File: src/rtl/pcpi_initiator_if.sv
// rtl/pcpi_initiator_if.sv - host request/response and PCPI bus bundle for pcpi_initiator
// slave is the initiator's view; master is the host/coprocessor environment.
interface pcpi_initiator_if;
  logic        req_valid;
  logic        req_ready;
  logic [31:0] req_insn;
  logic [31:0] req_rs1;
  logic [31:0] req_rs2;
  logic        resp_valid;
  logic        resp_ready;
  logic [31:0] resp_rd;
  logic        resp_wr;
  logic        resp_trap;
  logic        pcpi_valid;
  logic [31:0] pcpi_insn;
  logic [31:0] pcpi_rs1;
  logic [31:0] pcpi_rs2;
  logic        pcpi_wr;
  logic [31:0] pcpi_rd;
  logic        pcpi_busy;
  logic        pcpi_ready;

  modport slave (
    input  req_valid, req_insn, req_rs1, req_rs2, resp_ready,
           pcpi_wr, pcpi_rd, pcpi_busy, pcpi_ready,
    output req_ready, resp_valid, resp_rd, resp_wr, resp_trap,
           pcpi_valid, pcpi_insn, pcpi_rs1, pcpi_rs2
  );

  modport master (
    output req_valid, req_insn, req_rs1, req_rs2, resp_ready,
           pcpi_wr, pcpi_rd, pcpi_busy, pcpi_ready,
    input  req_ready, resp_valid, resp_rd, resp_wr, resp_trap,
           pcpi_valid, pcpi_insn, pcpi_rs1, pcpi_rs2
  );
endinterface

File: src/rtl/pcpi_initiator.sv
// rtl/pcpi_initiator.sv - issues one host instruction to a PCPI coprocessor and returns its result
// Optional unclaimed-instruction trap enabled by defining PCPI_INITIATOR_TIMEOUT_EN.
module pcpi_initiator #(
  parameter int TIMEOUT_CYCLES = 16
) (
  input  logic                 clk,
  input  logic                 resetn,
  pcpi_initiator_if.slave      bus
);

  if (TIMEOUT_CYCLES < 2 || TIMEOUT_CYCLES > 255) begin : g_bad_timeout
    $error("pcpi_initiator: TIMEOUT_CYCLES must be in 2..255");
  end

  typedef enum logic [1:0] {IDLE, ISSUE, RESP} state_t;

  state_t      state_q;
  logic        req_ready_q;
  logic        pcpi_valid_q;
  logic        resp_valid_q;
  logic [31:0] insn_q;
  logic [31:0] rs1_q;
  logic [31:0] rs2_q;
  logic [31:0] rd_q;
  logic        wr_q;
  logic        trap_q;
  logic        timeout_hit;

`ifdef PCPI_INITIATOR_TIMEOUT_EN
  localparam logic [7:0] LastCount = 8'(TIMEOUT_CYCLES - 1);

  logic [7:0] cnt_q;
  logic       claimed_q;

  // pcpi_ready takes priority over this in the FSM, so it is not gated here.
  assign timeout_hit = (cnt_q == LastCount) && !bus.pcpi_busy && !claimed_q;

  always_ff @(posedge clk) begin
    if (!resetn) begin
      cnt_q     <= '0;
      claimed_q <= 1'b0;
    end else if (state_q == IDLE) begin
      cnt_q     <= '0;
      claimed_q <= 1'b0;
    end else if (state_q == ISSUE) begin
      if (bus.pcpi_busy) begin
        claimed_q <= 1'b1;
      end else if (!bus.pcpi_ready && !claimed_q) begin
        cnt_q <= cnt_q + 8'd1;
      end
    end
  end
`else
  logic unused_busy;
  assign unused_busy = bus.pcpi_busy;
  assign timeout_hit = 1'b0;
`endif

  always_ff @(posedge clk) begin
    if (!resetn) begin
      state_q      <= IDLE;
      req_ready_q  <= 1'b1;
      pcpi_valid_q <= 1'b0;
      resp_valid_q <= 1'b0;
      insn_q       <= '0;
      rs1_q        <= '0;
      rs2_q        <= '0;
      rd_q         <= '0;
      wr_q         <= 1'b0;
      trap_q       <= 1'b0;
    end else begin
      unique case (state_q)
        IDLE: begin
          if (bus.req_valid) begin
            insn_q       <= bus.req_insn;
            rs1_q        <= bus.req_rs1;
            rs2_q        <= bus.req_rs2;
            req_ready_q  <= 1'b0;
            pcpi_valid_q <= 1'b1;
            state_q      <= ISSUE;
          end
        end
        ISSUE: begin
          if (bus.pcpi_ready) begin
            rd_q         <= bus.pcpi_rd;
            wr_q         <= bus.pcpi_wr;
            trap_q       <= 1'b0;
            pcpi_valid_q <= 1'b0;
            resp_valid_q <= 1'b1;
            state_q      <= RESP;
          end else if (timeout_hit) begin
            rd_q         <= '0;
            wr_q         <= 1'b0;
            trap_q       <= 1'b1;
            pcpi_valid_q <= 1'b0;
            resp_valid_q <= 1'b1;
            state_q      <= RESP;
          end
        end
        RESP: begin
          // Result fields return to zero with resp_valid so idle outputs read as 0.
          if (bus.resp_ready) begin
            rd_q         <= '0;
            wr_q         <= 1'b0;
            trap_q       <= 1'b0;
            resp_valid_q <= 1'b0;
            req_ready_q  <= 1'b1;
            state_q      <= IDLE;
          end
        end
        default: begin
          req_ready_q  <= 1'b1;
          pcpi_valid_q <= 1'b0;
          resp_valid_q <= 1'b0;
          state_q      <= IDLE;
        end
      endcase
    end
  end

  assign bus.req_ready  = req_ready_q;
  assign bus.pcpi_valid = pcpi_valid_q;
  assign bus.pcpi_insn  = insn_q;
  assign bus.pcpi_rs1   = rs1_q;
  assign bus.pcpi_rs2   = rs2_q;
  assign bus.resp_valid = resp_valid_q;
  assign bus.resp_rd    = rd_q;
  assign bus.resp_wr    = wr_q;
  assign bus.resp_trap  = trap_q;

endmodule

File: src/flat_wrapper.sv
// flat-port wrapper written by rule: the top's interface ports become plain ports
module pcpi_initiator_flat 
#(
  parameter int TIMEOUT_CYCLES = 16
)
  (clk, resetn, bus_req_valid, bus_req_insn, bus_req_rs1, bus_req_rs2, bus_resp_ready, bus_pcpi_wr, bus_pcpi_rd, bus_pcpi_busy, bus_pcpi_ready, bus_req_ready, bus_resp_valid, bus_resp_rd, bus_resp_wr, bus_resp_trap, bus_pcpi_valid, bus_pcpi_insn, bus_pcpi_rs1, bus_pcpi_rs2);
  pcpi_initiator_if bus_i ();
  input  logic clk;
  input  logic resetn;
  input wire logic [$bits(bus_i.req_valid)-1:0] bus_req_valid;
  input wire logic [$bits(bus_i.req_insn)-1:0] bus_req_insn;
  input wire logic [$bits(bus_i.req_rs1)-1:0] bus_req_rs1;
  input wire logic [$bits(bus_i.req_rs2)-1:0] bus_req_rs2;
  input wire logic [$bits(bus_i.resp_ready)-1:0] bus_resp_ready;
  input wire logic [$bits(bus_i.pcpi_wr)-1:0] bus_pcpi_wr;
  input wire logic [$bits(bus_i.pcpi_rd)-1:0] bus_pcpi_rd;
  input wire logic [$bits(bus_i.pcpi_busy)-1:0] bus_pcpi_busy;
  input wire logic [$bits(bus_i.pcpi_ready)-1:0] bus_pcpi_ready;
  output wire logic [$bits(bus_i.req_ready)-1:0] bus_req_ready;
  output wire logic [$bits(bus_i.resp_valid)-1:0] bus_resp_valid;
  output wire logic [$bits(bus_i.resp_rd)-1:0] bus_resp_rd;
  output wire logic [$bits(bus_i.resp_wr)-1:0] bus_resp_wr;
  output wire logic [$bits(bus_i.resp_trap)-1:0] bus_resp_trap;
  output wire logic [$bits(bus_i.pcpi_valid)-1:0] bus_pcpi_valid;
  output wire logic [$bits(bus_i.pcpi_insn)-1:0] bus_pcpi_insn;
  output wire logic [$bits(bus_i.pcpi_rs1)-1:0] bus_pcpi_rs1;
  output wire logic [$bits(bus_i.pcpi_rs2)-1:0] bus_pcpi_rs2;
  assign bus_i.req_valid = bus_req_valid;
  assign bus_i.req_insn = bus_req_insn;
  assign bus_i.req_rs1 = bus_req_rs1;
  assign bus_i.req_rs2 = bus_req_rs2;
  assign bus_i.resp_ready = bus_resp_ready;
  assign bus_i.pcpi_wr = bus_pcpi_wr;
  assign bus_i.pcpi_rd = bus_pcpi_rd;
  assign bus_i.pcpi_busy = bus_pcpi_busy;
  assign bus_i.pcpi_ready = bus_pcpi_ready;
  assign bus_req_ready = bus_i.req_ready;
  assign bus_resp_valid = bus_i.resp_valid;
  assign bus_resp_rd = bus_i.resp_rd;
  assign bus_resp_wr = bus_i.resp_wr;
  assign bus_resp_trap = bus_i.resp_trap;
  assign bus_pcpi_valid = bus_i.pcpi_valid;
  assign bus_pcpi_insn = bus_i.pcpi_insn;
  assign bus_pcpi_rs1 = bus_i.pcpi_rs1;
  assign bus_pcpi_rs2 = bus_i.pcpi_rs2;
  pcpi_initiator #(.TIMEOUT_CYCLES(TIMEOUT_CYCLES)) u_core (.clk(clk), .resetn(resetn), .bus(bus_i));
endmodule
File: config.mk
export PLATFORM = sky130hd
export DESIGN_NAME = pcpi_initiator_flat
export DESIGN_NICKNAME = d
export VERILOG_FILES = /design/src/rtl/pcpi_initiator_if.sv /design/src/rtl/pcpi_initiator.sv /design/src/flat_wrapper.sv
export SDC_FILE = /design/constraint.sdc
export NUM_CORES = 1
export LEC_CHECK = 0
export CAP_MARGIN = 20
export CORE_AREA = 2 2 130 132
export DETAILED_ROUTE_END_ITERATION = 6
export DIE_AREA = 0 0 132 134
export GPL_TIMING_DRIVEN = 0
export PLACE_DENSITY = 0.75
export SLEW_MARGIN = 10
export SYNTH_ARGS = -nofsm -noshare
export SYNTH_HDL_FRONTEND = slang
export SYNTH_SLANG_ARGS = --single-unit
File: constraint.sdc
create_clock -name clk -period 1.93 [get_ports clk]
set_clock_uncertainty 0.1 [all_clocks]
set_input_delay 0.193 -clock clk [delete_from_list [all_inputs] [get_ports clk]]
set_output_delay 0.193 -clock clk [all_outputs]
set_load 0.02 [all_outputs]
==> results of run 1 <==
==> synth_stat cells, drive strengths merged <==
cell      n
conb      1
o21a      1
nor3b     1
o21ai     2
clkbuf   11
nand2b    4
a21oi     3
nor3      1
nand3b    2
and3      1
or3b      1
nand2   195
buf      31
nor2      2
a22o     33
a21boi   98
dfxtp   134
nor2b     1
==> final cells by class <==
class	count	area share, %
Buffer	42	3.19
Clock buffer	23	5.87
Clock inverter	8	0.602
Multi-Input combinational cell	346	22.7
Sequential cell	134	32.3
Tap cell	220	3.31
Timing Repair Buffer	267	32.1
==> tightest hold or removal path, cell delays in order <==
cell	delay (ns)
clkdlybuf4s50_1	0.39
nand2_1	0.05
a21boi_1	0.05
==> sequential cells by signal, indices dropped and copies added (netlist names) <==
signal / flops
u_core.bus.pcpi_rs1: 32
u_core.bus.resp_rd: 32
u_core.bus.resp_wr: 1
u_core.state_q: 2
u_core.bus.resp_valid: 1
u_core.bus.pcpi_valid: 1
u_core.bus.req_ready: 1
u_core.bus.pcpi_insn: 32
u_core.bus.pcpi_rs2: 32
==> power breakdown <==
| part | switching, mW | internal (mW) | leakage (nW) |
|---|---|---|---|
| combinational | 0.594 | 0.692 | 1.80 |
| sequential | 0.0803 | 2.93 | 1.10 |
| clock | 1.16 | 1.76 | 0.257 |
==> logic make-up after synthesis <==
| group | after synthesis |
|---|---|
| and+or+nand+nor | 208 |
| AOI/OAI and AO/OA | 137 |
| DFF | 134 |
| buffers and inverters | 42 |
| other | 1 |
==> stage by stage <==
| stage | worst slack [ns] | instance area, µm² |
|---|---|---|
| 6_report | 0.245 | 8310 |
| 5_1_grt | 0.0783 | 8310 |
| 4_1_cts | 0.0360 | 8300 |
| 3_5_place_dp | -0.250 | 7760 |
| 3_3_place_gp | -0.233 | 7760 |
| 2_1_floorplan | 0.444 | 4830 |
==> how the worst min path moves through the flow <==
stage,to,start,depth (start not counted),slack (ns)
3_5_place_dp,u_core.bus.pcpi_rs1[24]$_SDFFE_PN0P_,u_core.bus.pcpi_rs1[24]$_SDFFE_PN0P_,2,0.35
2_1_floorplan,u_core.bus.resp_rd[10]$_SDFFE_PN0P_,bus_pcpi_rd[10],1,0.22
4_1_cts,u_core.bus.pcpi_rs1[5]$_SDFFE_PN0P_,bus_req_rs1[5],3,0.21
6_report,u_core.bus.pcpi_rs2[7]$_SDFFE_PN0P_,bus_req_rs2[7],3,0.23
3_3_place_gp,u_core.bus.pcpi_rs1[30]$_SDFFE_PN0P_,u_core.bus.pcpi_rs1[30]$_SDFFE_PN0P_,2,0.34
5_1_grt,u_core.bus.pcpi_rs1[2]$_SDFFE_PN0P_,bus_req_rs1[2],3,0.22
==> metal layers <==
| metal | wire (µm) | up-vias |
|---|---|---|
| met5 | 0 | - |
| met4 | 246 | 0 |
| met3 | 1150 | 21 |
| met2 | 7000 | 161 |
| met1 | 6230 | 2010 |
| li1 | - | 2293 |
==> what timing repair did <==
item,in CTS,in global routing
hold buffers,0,0
setup endpoints to repair,0,37
hold endpoints to repair,0,0
setup buffers,0,2
==> results.txt, run 1 <==
top cell family by delay on the critical path -> buffers and inverters
Die Wd -> 132 µm
RSZ-0062 raised after global routing -> no
Critical Path Fanout Max -> 3
pin count of the biggest net entering global routing -> 17
Syn-to-layout area delta -> 72.0%
WP data required -> 1.64 ns
antenna diode count -> 0
CTS tree -> yes
number of nets in the layout -> 943
grt met1 use -> 19.1%
M2 GR Usage -> 27.9%
instance count on the critical path -> 1
PD cells -> 869 mW/mm²
overall power -> 7.22 mW
Compound-Gate Fraction of Synth Area -> 21.9%
Slew HR -> 54.3%
# H-tree levels -> 4
Synth Instances -> 522
die area -> 0.0177 mm²
most frequent cells in the layout -> clkdlybuf4s50_1, nand2_1, dfxtp_1
CORE AREA -> 0.0163 mm²
Avg Vias per Cell -> 4.31
I/O pin total -> 268
xor-xnor portion of the synthesized cell area -> 0%
DR WL/cell -> 14.1 µm
clk sinks -> 134
Final period util -> 87.3%
Synth Warn # -> 0
area share of fa/ha/maj cells after synthesis -> 0%
area of the multi-input gates -> 0.00189 mm²
Finished Layout Cells -> 1040
DP Wirelength -> 11000 µm
R2R Path End -> u_core.bus.pcpi_rs2[6]$_SDFFE_PN0P_
largest family of logic cells by synthesized area -> compound AO/OA/AOI/OAI gates
root buffer cell -> clkbuf_16
Worst path slowest cell -> clkdlybuf4s50_1
register-to-register setup slack -> 0.30 ns
Mapped Area -> 0.00483 mm²
Fillers -> 1589
Max-Cap Viols -> 0
CP endpoint kind -> output pin
die height -> 134 µm
Rows -> 47
Avg Cell Area, Syn -> 9.26 µm²
arrival time worst endpoint -> 1.39 ns
Slew Limit Fails -> 0
Slew @ Worst Pin -> 0.686 ns
final wirelength -> 14600 µm
gp weighted congestion -> 0.756
Residual DRC -> 0
distinct cell type count after synthesis -> 21
Final Hold Viols -> 0
first-pass GRT wire length -> 23100 µm
crit-path cells -> clkdlybuf4s50_1
Vias -> 4485
IO buf count -> 265
LEAKAGE -> 3.15 nW
synthesized flop and latch total -> 134
commonest non-fill, non-tap cell in the layout -> clkdlybuf4s50_1
CTS resizes -> 0
Num CTS Buffers -> 17
syn nets -> 657
First-pass DRT Iterations -> 4
CP Buf/Inv Count -> 1
Sequential Area -> 0.00268 mm²
Tmin final -> 1.69 ns
clock tree buffer depth -> 2
Reg-to-Reg Start -> u_core.state_q[1]$_SDFFE_PN0P_
type of origin of the critical path -> flip-flop
Critical Path End -> bus_req_ready
cell count after placement -> 1007
class of the worst hold path -> in -> reg
Starting Density -> 29.7%
antenna viol nets, final -> 0
Setup TNS -> 0 ns
Worst-path clk slew -> 0.06 ns
proportion of layout cells with a drive suffix above 1 -> 7.68%
initial antenna violation count -> 0
CP Class -> reg -> out
total congestion overflow -> 0
mux cell area share after synthesis -> 0%
Synth top area share -> 55.5%
drt first-iter violations -> 127
met3 Use GR -> 6.99%
vias in the first global route -> 4411
Final setup viols -> 0
Max Clock Freq -> 593 MHz
busiest layer in global routing -> met2
worst reg2reg path depth -> 7
Setup crit start -> u_core.bus.req_ready$_SDFFE_PN1P_
synth top area cells -> dfxtp_1, nand2_1, a21boi_0, a21boi_1, a22o_1
worst vdd ir -> 0.000507 V
Seq/Total Area, Yosys -> 55.5%
largest area contributor in the netlist -> dfxtp_1
Post-Synth Simple-Gate Area -> 17.1%
hold_ws -> 0.227 ns
gr usage total -> 16.6%
CP peak stage delay -> 0.64 ns
worst-skew pair later-pin latency -> 0.40 ns
status -> completed
Layout Utilization -> 51.0%
Power figures use the tool's default switching activity.
==> run 2, diff against run 1 <==
--- a/config.mk
+++ b/config.mk
@@ -10,7 +10,6 @@
 export DETAILED_ROUTE_END_ITERATION = 6
 export DIE_AREA = 0 0 132 134
 export GPL_TIMING_DRIVEN = 0
-export PLACE_DENSITY = 0.75
 export SLEW_MARGIN = 10
 export SYNTH_ARGS = -nofsm -noshare
 export SYNTH_HDL_FRONTEND = slang
==> results.txt, run 2 (synthesis gave the netlist of run 1 again) <==
WP data required -> 1.64 ns
Final Hold Viols -> 0
CP endpoint kind -> output pin
First-pass DRT Iterations -> 4
proportion of layout cells with a drive suffix above 1 -> 7.80%
total congestion overflow -> 0
Worst path slowest cell -> clkdlybuf4s50_1
initial antenna violation count -> 0
gp weighted congestion -> 0.743
clk sinks -> 134
hold worst-path end -> u_core.bus.pcpi_rs1[1]$_SDFFE_PN0P_
dpl cell area -> 0.00776 mm²
class of the worst hold path -> in -> reg
Worst-path clk slew -> 0.06 ns
number of nets in the layout -> 943
gr usage total -> 17.2%
drt first-iter violations -> 155
CP peak stage delay -> 0.65 ns
final wirelength -> 15300 µm
Tmin final -> 1.72 ns
Critical Path Fanout Max -> 3
worst reg2reg path depth -> 7
Final period util -> 89.0%
die height -> 134 µm
Vias -> 4614
WHS Path Cells -> 3
die area -> 0.0177 mm²
crit-path cells -> clkdlybuf4s50_1
Slew Limit Fails -> 0
IO buf count -> 265
Slew @ Worst Pin -> 0.664 ns
Hold Startpoint -> bus_req_rs1[1]
first-pass GRT wire length -> 24000 µm
Final setup viols -> 0
antenna diode count -> 0
status -> completed
Avg Vias per Cell -> 4.44
antenna viol nets, final -> 0
Num CTS Buffers -> 17
commonest non-fill, non-tap cell in the layout -> clkdlybuf4s50_1
DR WL/cell -> 14.7 µm
worst vdd ir -> 0.000564 V
Residual DRC -> 0
DP Wirelength -> 11600 µm
CORE AREA -> 0.0163 mm²
CTS Hold Bufs -> 0
most frequent cells in the layout -> clkdlybuf4s50_1, nand2_1, dfxtp_1
Starting Density -> 29.7%
RSZ-0062 raised after global routing -> no
type of origin of the critical path -> flip-flop
Die Wd -> 132 µm
Post-Layout Inst Area -> 0.00840 mm²
Fillers -> 1563
CTS tree -> yes
hold_ws -> 0.228 ns
Rows -> 47
Layout Utilization -> 51.6%
PD cells -> 918 mW/mm²
clock tree buffer depth -> 2
pin count of the biggest net entering global routing -> 17
worst-skew pair later-pin latency -> 0.41 ns
R2R Path End -> u_core.bus.pcpi_rs2[8]$_SDFFE_PN0P_
Reg-to-Reg Start -> u_core.state_q[1]$_SDFFE_PN0P_
# H-tree levels -> 4
Max Clock Freq -> 582 MHz
root buffer cell -> clkbuf_16
register-to-register setup slack -> 0.28 ns
CP Buf/Inv Count -> 1
arrival time worst endpoint -> 1.42 ns
Syn-to-layout area delta -> 73.8%
top cell family by delay on the critical path -> buffers and inverters
Slew HR -> 55.7%
I/O pin total -> 268
LEAKAGE -> 3.20 nW
CP Class -> reg -> out
Max-Cap Viols -> 0
vias in the first global route -> 4722
[run 2: cell count changes in the layout (fill, tap and decap cells not counted)]
cell / before / now
clkinvlp_4: 4 / 0
clkinv_4: 0 / 5
clkbuf_8: 4 / 1
clkinv_2: 4 / 3
bufinv_16: 0 / 4
clkbuf_1: 13 / 12
[run 2: final cells by class]
class	count	area, µm²	share of cell area (%)
multi-input cells	346	1890	22.5
flip-flops and latches	134	2680	31.9
clock inverters	12	179	2.13
plain buffers	42	265	3.16
well taps	220	275	3.28
clock buffers	19	443	5.27
repair buffers	267	2670	31.8
[run 2: worst min-delay path, stage by stage]
cell and delay [ns]:
clkdlybuf4s50_1 0.39, nand2_1 0.05, a21boi_1 0.05
[run 2: worst max-delay path by stage]
stage / from / to / cells past startpoint / slack (ns)
after floorplan: u_core.state_q[1]$_SDFFE_PN0P_ / u_core.bus.pcpi_rs2[1]$_SDFFE_PN0P_ / 7 / 0.44
after global placement: resetn / u_core.bus.pcpi_rs2[15]$_SDFFE_PN0P_ / 4 / -0.18
after detailed placement: resetn / u_core.bus.pcpi_rs2[12]$_SDFFE_PN0P_ / 4 / -0.27
after CTS: u_core.state_q[0]$_SDFFE_PN0P_ / u_core.bus.pcpi_rs1[5]$_SDFFE_PN0P_ / 6 / 0.09
after global routing: resetn / u_core.bus.pcpi_rs2[12]$_SDFFE_PN0P_ / 4 / 0.04
final: u_core.bus.req_ready$_SDFFE_PN1P_ / bus_req_ready / 1 / 0.21
[run 2: metrics by stage]
step           TNS [ns]  power (mW)  std cells  setup WS (ns)
2_1_floorplan         0        3.65        522          0.444
3_3_place_gp     -11.22        4.35       1007         -0.177
3_5_place_dp     -16.60        4.37       1007         -0.267
4_1_cts               0        7.81       1038         0.0945
5_1_grt               0        8.02       1040         0.0402
6_report              0        7.71       1040          0.212
[run 2: per-layer routing]
layer	wire length [µm]	part of all wire (%)	vias to the layer above	GRT usage (%)
li1	-	-	2300	-
met3	991	6.5	28	5.78
met1	6150	40	2129	18.1
met4	475	3.1	0	8.57
met2	7650	50	157	30.6
met5	0	0	-	0
[run 2: what timing repair did]
action / CTS / global route
gates resized for setup: 0 / 0
setup buffers: 0 / 2
endpoints found under the setup margin: 0 / 7
[run 2: power by group]
group	switching (mW)	internal (mW)	leakage, nW
sequential	0.0841	2.93	1.10
clock	1.21	2.19	0.307
combinational	0.598	0.692	1.80
==> RTL edit 1, RTL diff (config.mk and constraints of run 2) <==
The option `PCPI_INITIATOR_TIMEOUT_EN` is turned on by a define.
--- a/src/rtl/pcpi_initiator.sv
+++ b/src/rtl/pcpi_initiator.sv
@@ -2,2 +2,4 @@
 // Optional unclaimed-instruction trap enabled by defining PCPI_INITIATOR_TIMEOUT_EN.
+`define PCPI_INITIATOR_TIMEOUT_EN
+
 module pcpi_initiator #(
Function: no difference found for any inputs over 4 cycles, from zero or initial values and one cycle with resetn low; that may be too few to reach the edited logic, so the function may still have changed.
==> RTL edit 1 against run 2 <==
The run now ends with setup timing left. Worst setup slack worse by 0.33 ns. Area after synthesis up 13%. Worst hold slack worse by 0.075 ns. Routed wire length up 18%. Sequential cell count up 10. Total power up 2.3%. Cell area up 9.1%. Critical path depth up 4. Critical path type is now reg -> reg. Highest routed layer unchanged.
==> RTL edit 1: results (changes against run 2) <==
Outcome
  • Outcome: complete, but fails checks (was complete, no violations)
  • Violated checks: setup timing

Synthesis
  • Mapped Nets: 788 (was 657)
  • Yosys cell types: 33 (was 21)
  • Post-synth ARST share: 0% (unchanged)
  • Average size of a mapped cell: 8.36 um^2 (was 9.26 um^2)
  • Synth top cells by count: nand2_1, dfxtp_1, a21boi_0 (unchanged)
  • Top cells by area, synth: dfxtp_1, nand2_1, a21boi_0, nand4_1, o21ai_0 (was dfxtp_1, nand2_1, a21boi_0, a21boi_1, a22o_1)
  • Sequential area share after synthesis: 52.9% (was 55.5%)

Drt
  • DR WL/cell: 15.3 um (was 14.7 um)
  • DRT iter0 DRCs: 205 (was 155)
  • DR vias/cell: 4.66 (was 4.44)

Critical path
  • Reg2reg path depth: 5 (was 7)
  • CP Data Arrival Time: 2.29 ns (was 1.42 ns)
  • CP delay by family, top: simple AND/OR/NAND/NOR gates (was buffers and inverters)
  • Slowest CP cell: or4b_4 (was clkdlybuf4s50_1)
  • CP max FO: 10 (was 3)
  • Reg-to-Reg End: u_core.cnt_q[7]$_SDFFE_PP0P_ (was u_core.bus.pcpi_rs2[8]$_SDFFE_PN0P_)
  • Max stage delay on crit path: 0.52 ns (was 0.65 ns)
  • Reg2Reg Launch Point: u_core.state_q[1]$_SDFFE_PN0P_ (unchanged)

Placed design
  • Post-Place Cells: 1138 (was 1007)
  • HPWL Detailed: 13.7 mm (was 11.6 mm)
  • PortBufs: 266 (was 265)
  • Placer Congestion: 0.795 (was 0.743)

Worst hold path
  • Hold depth: 4 (was 3)
  • WHS Endpoint: u_core.bus.resp_trap$_SDFFE_PN0P_ (was u_core.bus.pcpi_rs1[1]$_SDFFE_PN0P_)
  • HP Class: in -> reg (unchanged)
  • Hold Crit Start: bus_pcpi_ready (was bus_req_rs1[1])

Finish
  • Post-Layout Cell Count: 1176 (was 1040)
  • FILL cells: 1489 (was 1563)
  • Layout cell share with drive strength beyond 1: 8.26% (was 7.80%)

Timing
  • Worst hold slack: 0.153 ns (was 0.228 ns)
  • Setup TNS Final: -2.90 ns (was 0 ns)
  • Setup violators final: 33 (was 0)
  • Worst Max-Slew Pin Slew: 0.656 ns (was 0.664 ns)
  • Crit path setup slack, layout: -0.116 ns (was 0.212 ns)

GRT
  • Initial antenna violation count: 0 (unchanged)
  • First-pass GRT wire length: 28.2 mm (was 24.0 mm)
  • Overall Global Routing Usage: 20.3% (was 17.2%)
  • Vias in the first global route: 5457 (was 4722)

Clock tree
  • H-tree depth: 4 (unchanged)
  • Clk_lat worst skew: 0.42 ns
  • CTS Buf Count: 17 (unchanged)
  • CTS Buffer Depth: 2 (unchanged)
  • Reg clk slew, reported paths: 0.06 ns (about the same)
  • CTS root buf: clkbuf_16 (unchanged)

Power and ir drop
  • PwrDens: 861 nW/um^2 (was 918 nW/um^2)
  • LEAKAGE: 3.34 nW (was 3.20 nW)
  • Peak VDD IR: 0.000646 V (was 0.000564 V)
==> RTL edit 1: kinds of logic (layout without fill, tap and decap cells) <==
family / count (synthesis) / after routing / share of synthesized area, %
and+or+nand+nor: 299 / 299 / 23.3
xor gates and xnor gates: 6 / 6 / 0.964
AOI/OAI and AO/OA: 145 / 145 / 18.4
adders and majority gates: 1 / 1 / 0.229
DFF: 144 / 144 / 52.9
buffers and inverters: 57 / 361 / 4.27
==> RTL edit 1: final cells by class <==
type	instances	area (um^2)	area share, %
multi-input combinational	451	2370	25.8
buffer	53	295	3.22
sequential	144	2890	31.5
clock inverter	10	134	1.46
clock buffer	22	474	5.17
inverter	2	7.51	0.0819
timing repair buffer	274	2730	29.7
tap	220	275	3.00
==> RTL edit 1: worst max-delay path by stage <==
stage                     slack [ns]                                    to                      startpoint  cells after the start
after floorplan                -0.15   u_core.bus.resp_rd[10]$_SDFFE_PN0P_    u_core.cnt_q[5]$_SDFFE_PP0P_                      6
after global placement         -0.59  u_core.bus.pcpi_rs2[12]$_SDFFE_PN0P_                   bus_req_valid                      7
after detailed placement       -0.63   u_core.bus.pcpi_rs2[8]$_SDFFE_PN0P_                   bus_req_valid                      7
after CTS                       -0.1          u_core.cnt_q[7]$_SDFFE_PP0P_  u_core.state_q[1]$_SDFFE_PN0P_                      5
after global routing           -0.18   u_core.bus.resp_rd[14]$_SDFFE_PN0P_    u_core.cnt_q[7]$_SDFFE_PP0P_                      7
final                          -0.12          u_core.cnt_q[7]$_SDFFE_PP0P_  u_core.state_q[1]$_SDFFE_PN0P_                      5
==> RTL edit 1: worst reg2reg max path: stages, from the launching register on <==
cell	delay, ns
dfxtp_1	0.31
buf_6	0.13
or4b_4	0.52
or4_4	0.45
or3_4	0.34
a21oi_2	0.11
==> RTL edit 1: report_power, final <==
group          internal (mW)  leakage, nW  switching [mW]
registers               3.13         1.18          0.0814
logic                  0.665         1.87           0.644
clock network           2.13        0.296            1.24
total                   5.92         3.34            1.97
==> RTL edit 1: metal layers <==
metal | track usage, % | up-vias | routed length, um
met5 | 0 | - | 0
met4 | 10.6 | 0 | 784
met3 | 7.60 | 47 | 1300
met2 | 33.0 | 187 | 8570
met1 | 23.3 | 2496 | 7400
li1 | - | 2754 | -
==> RTL edit 1: timing repair <==
action / CTS / global route
gates resized for setup: 21 / 30
pin swaps: 3 / 1
endpoints found under the setup margin: 135 / 125
hold buffers: 0 / 0
cloned: 1 / 0
buffers inserted: 5 / 2
==> RTL edit 1: stage by stage <==
| step | area (um^2) | setup WS [ns] |
|---|---|---|
| 4_1_cts | 9100 | -0.0950 |
| 2_1_floorplan | 5490 | -0.150 |
| 3_5_place_dp | 8420 | -0.629 |
| 5_1_grt | 9170 | -0.177 |
| 3_3_place_gp | 8420 | -0.590 |
| 6_report | 9170 | -0.116 |
==> RTL edit 2, RTL diff (config.mk and constraints of run 2) <==
Without the edit above. The 3 states of `state_t` get a one-hot encoding in 3 bits.
--- a/src/rtl/pcpi_initiator.sv
+++ b/src/rtl/pcpi_initiator.sv
@@ -14,3 +14,3 @@
 
-  typedef enum logic [1:0] {IDLE, ISSUE, RESP} state_t;
+  typedef enum logic [2:0] {IDLE = 3'b001, ISSUE = 3'b010, RESP = 3'b100} state_t;
 
Formal check against the unedited RTL: same outputs for any inputs over 4 cycles, from zero or initial values and one cycle with resetn low; so few cycles prove little.
==> RTL edit 2 against run 2 <==
Die area unchanged. Cell count increased by 1.2%. Cell area decreased by 2.5%. Total power increased by 0.83%. Worst setup slack got worse by 0.050 ns. Area after synthesis decreased by 4.4%. Fmax decreased by 2.8%. Routed wire length decreased by 1.4%. Sequential cell count increased by 1.
==> RTL edit 2: results (changes against run 2) <==
Synthesis
  • Yosys cell types: 26 (was 21)
  • Top cells by area, synth: dfxtp_1, nand2_1, a21oi_1, a22o_1, buf_2 (was dfxtp_1, nand2_1, a21boi_0, a21boi_1, a22o_1)
  • Synth top cells by count: nand2_1, dfxtp_1, a21oi_1 (was nand2_1, dfxtp_1, a21boi_0)
  • Mapped Nets: 670 (was 657)
  • Sequential area share after synthesis: 58.5% (was 55.5%)
  • Synth Warn #: 0 (unchanged)

Finish
  • Layout cell share with drive strength beyond 1: 7.33% (was 7.80%)
  • ClkCell Share: 7.44% (was 7.40%)
  • Invs w/o clock: 3 (was 0)
  • CLK BUF: 24 (was 19)
  • Multi-input gate share of the layout cell area: 21.0% (was 22.5%)
  • Final Cell Area: 8190 um^2 (was 8400 um^2)
  • Multi-input gate count: 357 (was 346)
  • Plain + repair buffers: 306 (was 309)
  • Final nets: 955 (was 943)
  • Storage cell area: 2700 um^2 (was 2680 um^2)
  • Signal buf overhead: 35.1% (was 34.9%)
  • Sequential cell count: 135 (was 134)
  • FILL cells: 1517 (was 1563)

Drt
  • DRT iter0 DRCs: 136 (was 155)
  • DR vias/cell: 4.46 (was 4.44)
  • DR WL/cell: 14.3 um (was 14.7 um)
  • First-pass DRT Iterations: 4 (unchanged)

Power and ir drop
  • Peak VDD IR: 0.000571 V (was 0.000564 V)
  • LEAKAGE: 3.05 nW (was 3.20 nW)

GRT
  • Vias in the first global route: 4576 (was 4722)
  • Largest net degree at the start of global routing: 17 (unchanged)
  • Overall Global Routing Usage: 16.6% (was 17.2%)
  • First-pass GRT wire length: 23.4 mm (was 24.0 mm)

Clock tree
  • CTS root buf: clkbuf_16 (unchanged)
  • H-tree depth: 4 (unchanged)
  • CTS Buf Count: 17 (unchanged)
  • CTS Sinks: 135 (was 134)
  • Clk_lat worst skew: 0.41 ns (about the same)
  • CTS Buffer Depth: 2 (unchanged)

Placed design
  • Placer Congestion: 0.844 (was 0.743)
  • HPWL Detailed: 11.5 mm (was 11.6 mm)
  • Setup WS pre-CTS: -0.363 ns (was -0.267 ns)
  • Dpl cell area: 7550 um^2 (was 7760 um^2)

Critical path
  • CP max FO: 10 (was 3)
  • Reg2reg path depth: 8 (was 7)
  • Reg2Reg Launch Point: u_core.state_q[0]$_SDFFE_PN1P_ (was u_core.state_q[1]$_SDFFE_PN0P_)
  • Worst R2R Setup Slack: 0.16 ns (was 0.28 ns)
  • CP Data Arrival Time: 1.94 ns (was 1.42 ns)
  • Reg-to-Reg End: u_core.bus.pcpi_rs1[10]$_SDFFE_PN0P_ (was u_core.bus.pcpi_rs2[8]$_SDFFE_PN0P_)

Worst hold path
  • HP Class: in -> reg (unchanged)
  • Hold Crit Start: bus_req_rs2[0] (was bus_req_rs1[1])
  • WHS Endpoint: u_core.bus.pcpi_rs2[0]$_SDFFE_PN0P_ (was u_core.bus.pcpi_rs1[1]$_SDFFE_PN0P_)

Outcome
  • Outcome: complete, no violations (unchanged)
[RTL edit 2: layer usage]
layer | vias up | GRT usage, % | share of wire, % | wire (um)
met1 | 2134 | 18.8 | 41 | 6140
met2 | 180 | 27.8 | 48 | 7240
met5 | - | 0 | 0 | 0
met4 | 0 | 7.07 | 2.2 | 334
met3 | 27 | 6.65 | 8.9 | 1330
li1 | 2353 | - | - | -
[RTL edit 2: worst max path at each step]
stage,from,endpoint,slack [ns],depth (start not counted)
global route,u_core.state_q[0]$_SDFFE_PN1P_,u_core.bus.pcpi_rs1[5]$_SDFFE_PN0P_,0.02,8
floorplan,u_core.state_q[0]$_SDFFE_PN1P_,u_core.bus.pcpi_rs1[10]$_SDFFE_PN0P_,0.39,8
CTS,u_core.state_q[0]$_SDFFE_PN1P_,u_core.bus.pcpi_rs1[10]$_SDFFE_PN0P_,0.08,7
detailed placement,bus_req_valid,u_core.bus.pcpi_rs1[10]$_SDFFE_PN0P_,-0.36,7
global placement,bus_req_valid,u_core.bus.pcpi_rs1[8]$_SDFFE_PN0P_,-0.22,7
finish,u_core.state_q[0]$_SDFFE_PN1P_,u_core.bus.pcpi_rs1[10]$_SDFFE_PN0P_,0.16,8
[RTL edit 2: metrics by stage]
step	TNS [ns]	power [mW]	std cells	hold WS (ns)	utilization, %
3_5_place_dp	-26.12	4.50	1020	0.345	46.3
4_1_cts	0	7.86	1051	0.206	50.1
3_3_place_gp	-14.48	4.48	1020	0.343	46.3
6_report	0	7.77	1052	0.227	50.3
2_1_floorplan	0	3.74	535	0.169	-
5_1_grt	0	8.11	1052	0.218	50.3
[RTL edit 2: critical path: stages, from the launching register on]
cell	delay [ns]
dfxtp_1	0.30
buf_4	0.15
nand3b_1	0.16
or2_1	0.25
clkbuf_4	0.19
buf_6	0.15
buf_2	0.18
nand2_1	0.08
a21oi_1	0.07
[RTL edit 2: kinds of logic (layout without fill, tap and decap cells)]
family | Yosys count | count (layout) | synth area share, %
AND/OR/NAND/NOR | 214 | 214 | 18.7
buffers and inverters | 43 | 340 | 4.47
other | 1 | 1 | 0.0811
AO/OA/AOI/OAI | 142 | 142 | 18.3
flip-flops | 135 | 135 | 58.5
[RTL edit 2: timing repair]
action,CTS,global route
buffers inserted,0,1
endpoints found under the setup margin,42,58
resized for setup,1,11
pin swaps,0,1
[RTL edit 2: report_power, final]
group	switching (mW)	total, mW	internal [mW]
clock network	1.16	3.32	2.16
logic	0.685	1.39	0.702
registers	0.0934	3.06	2.97
total	1.94	7.77	5.83
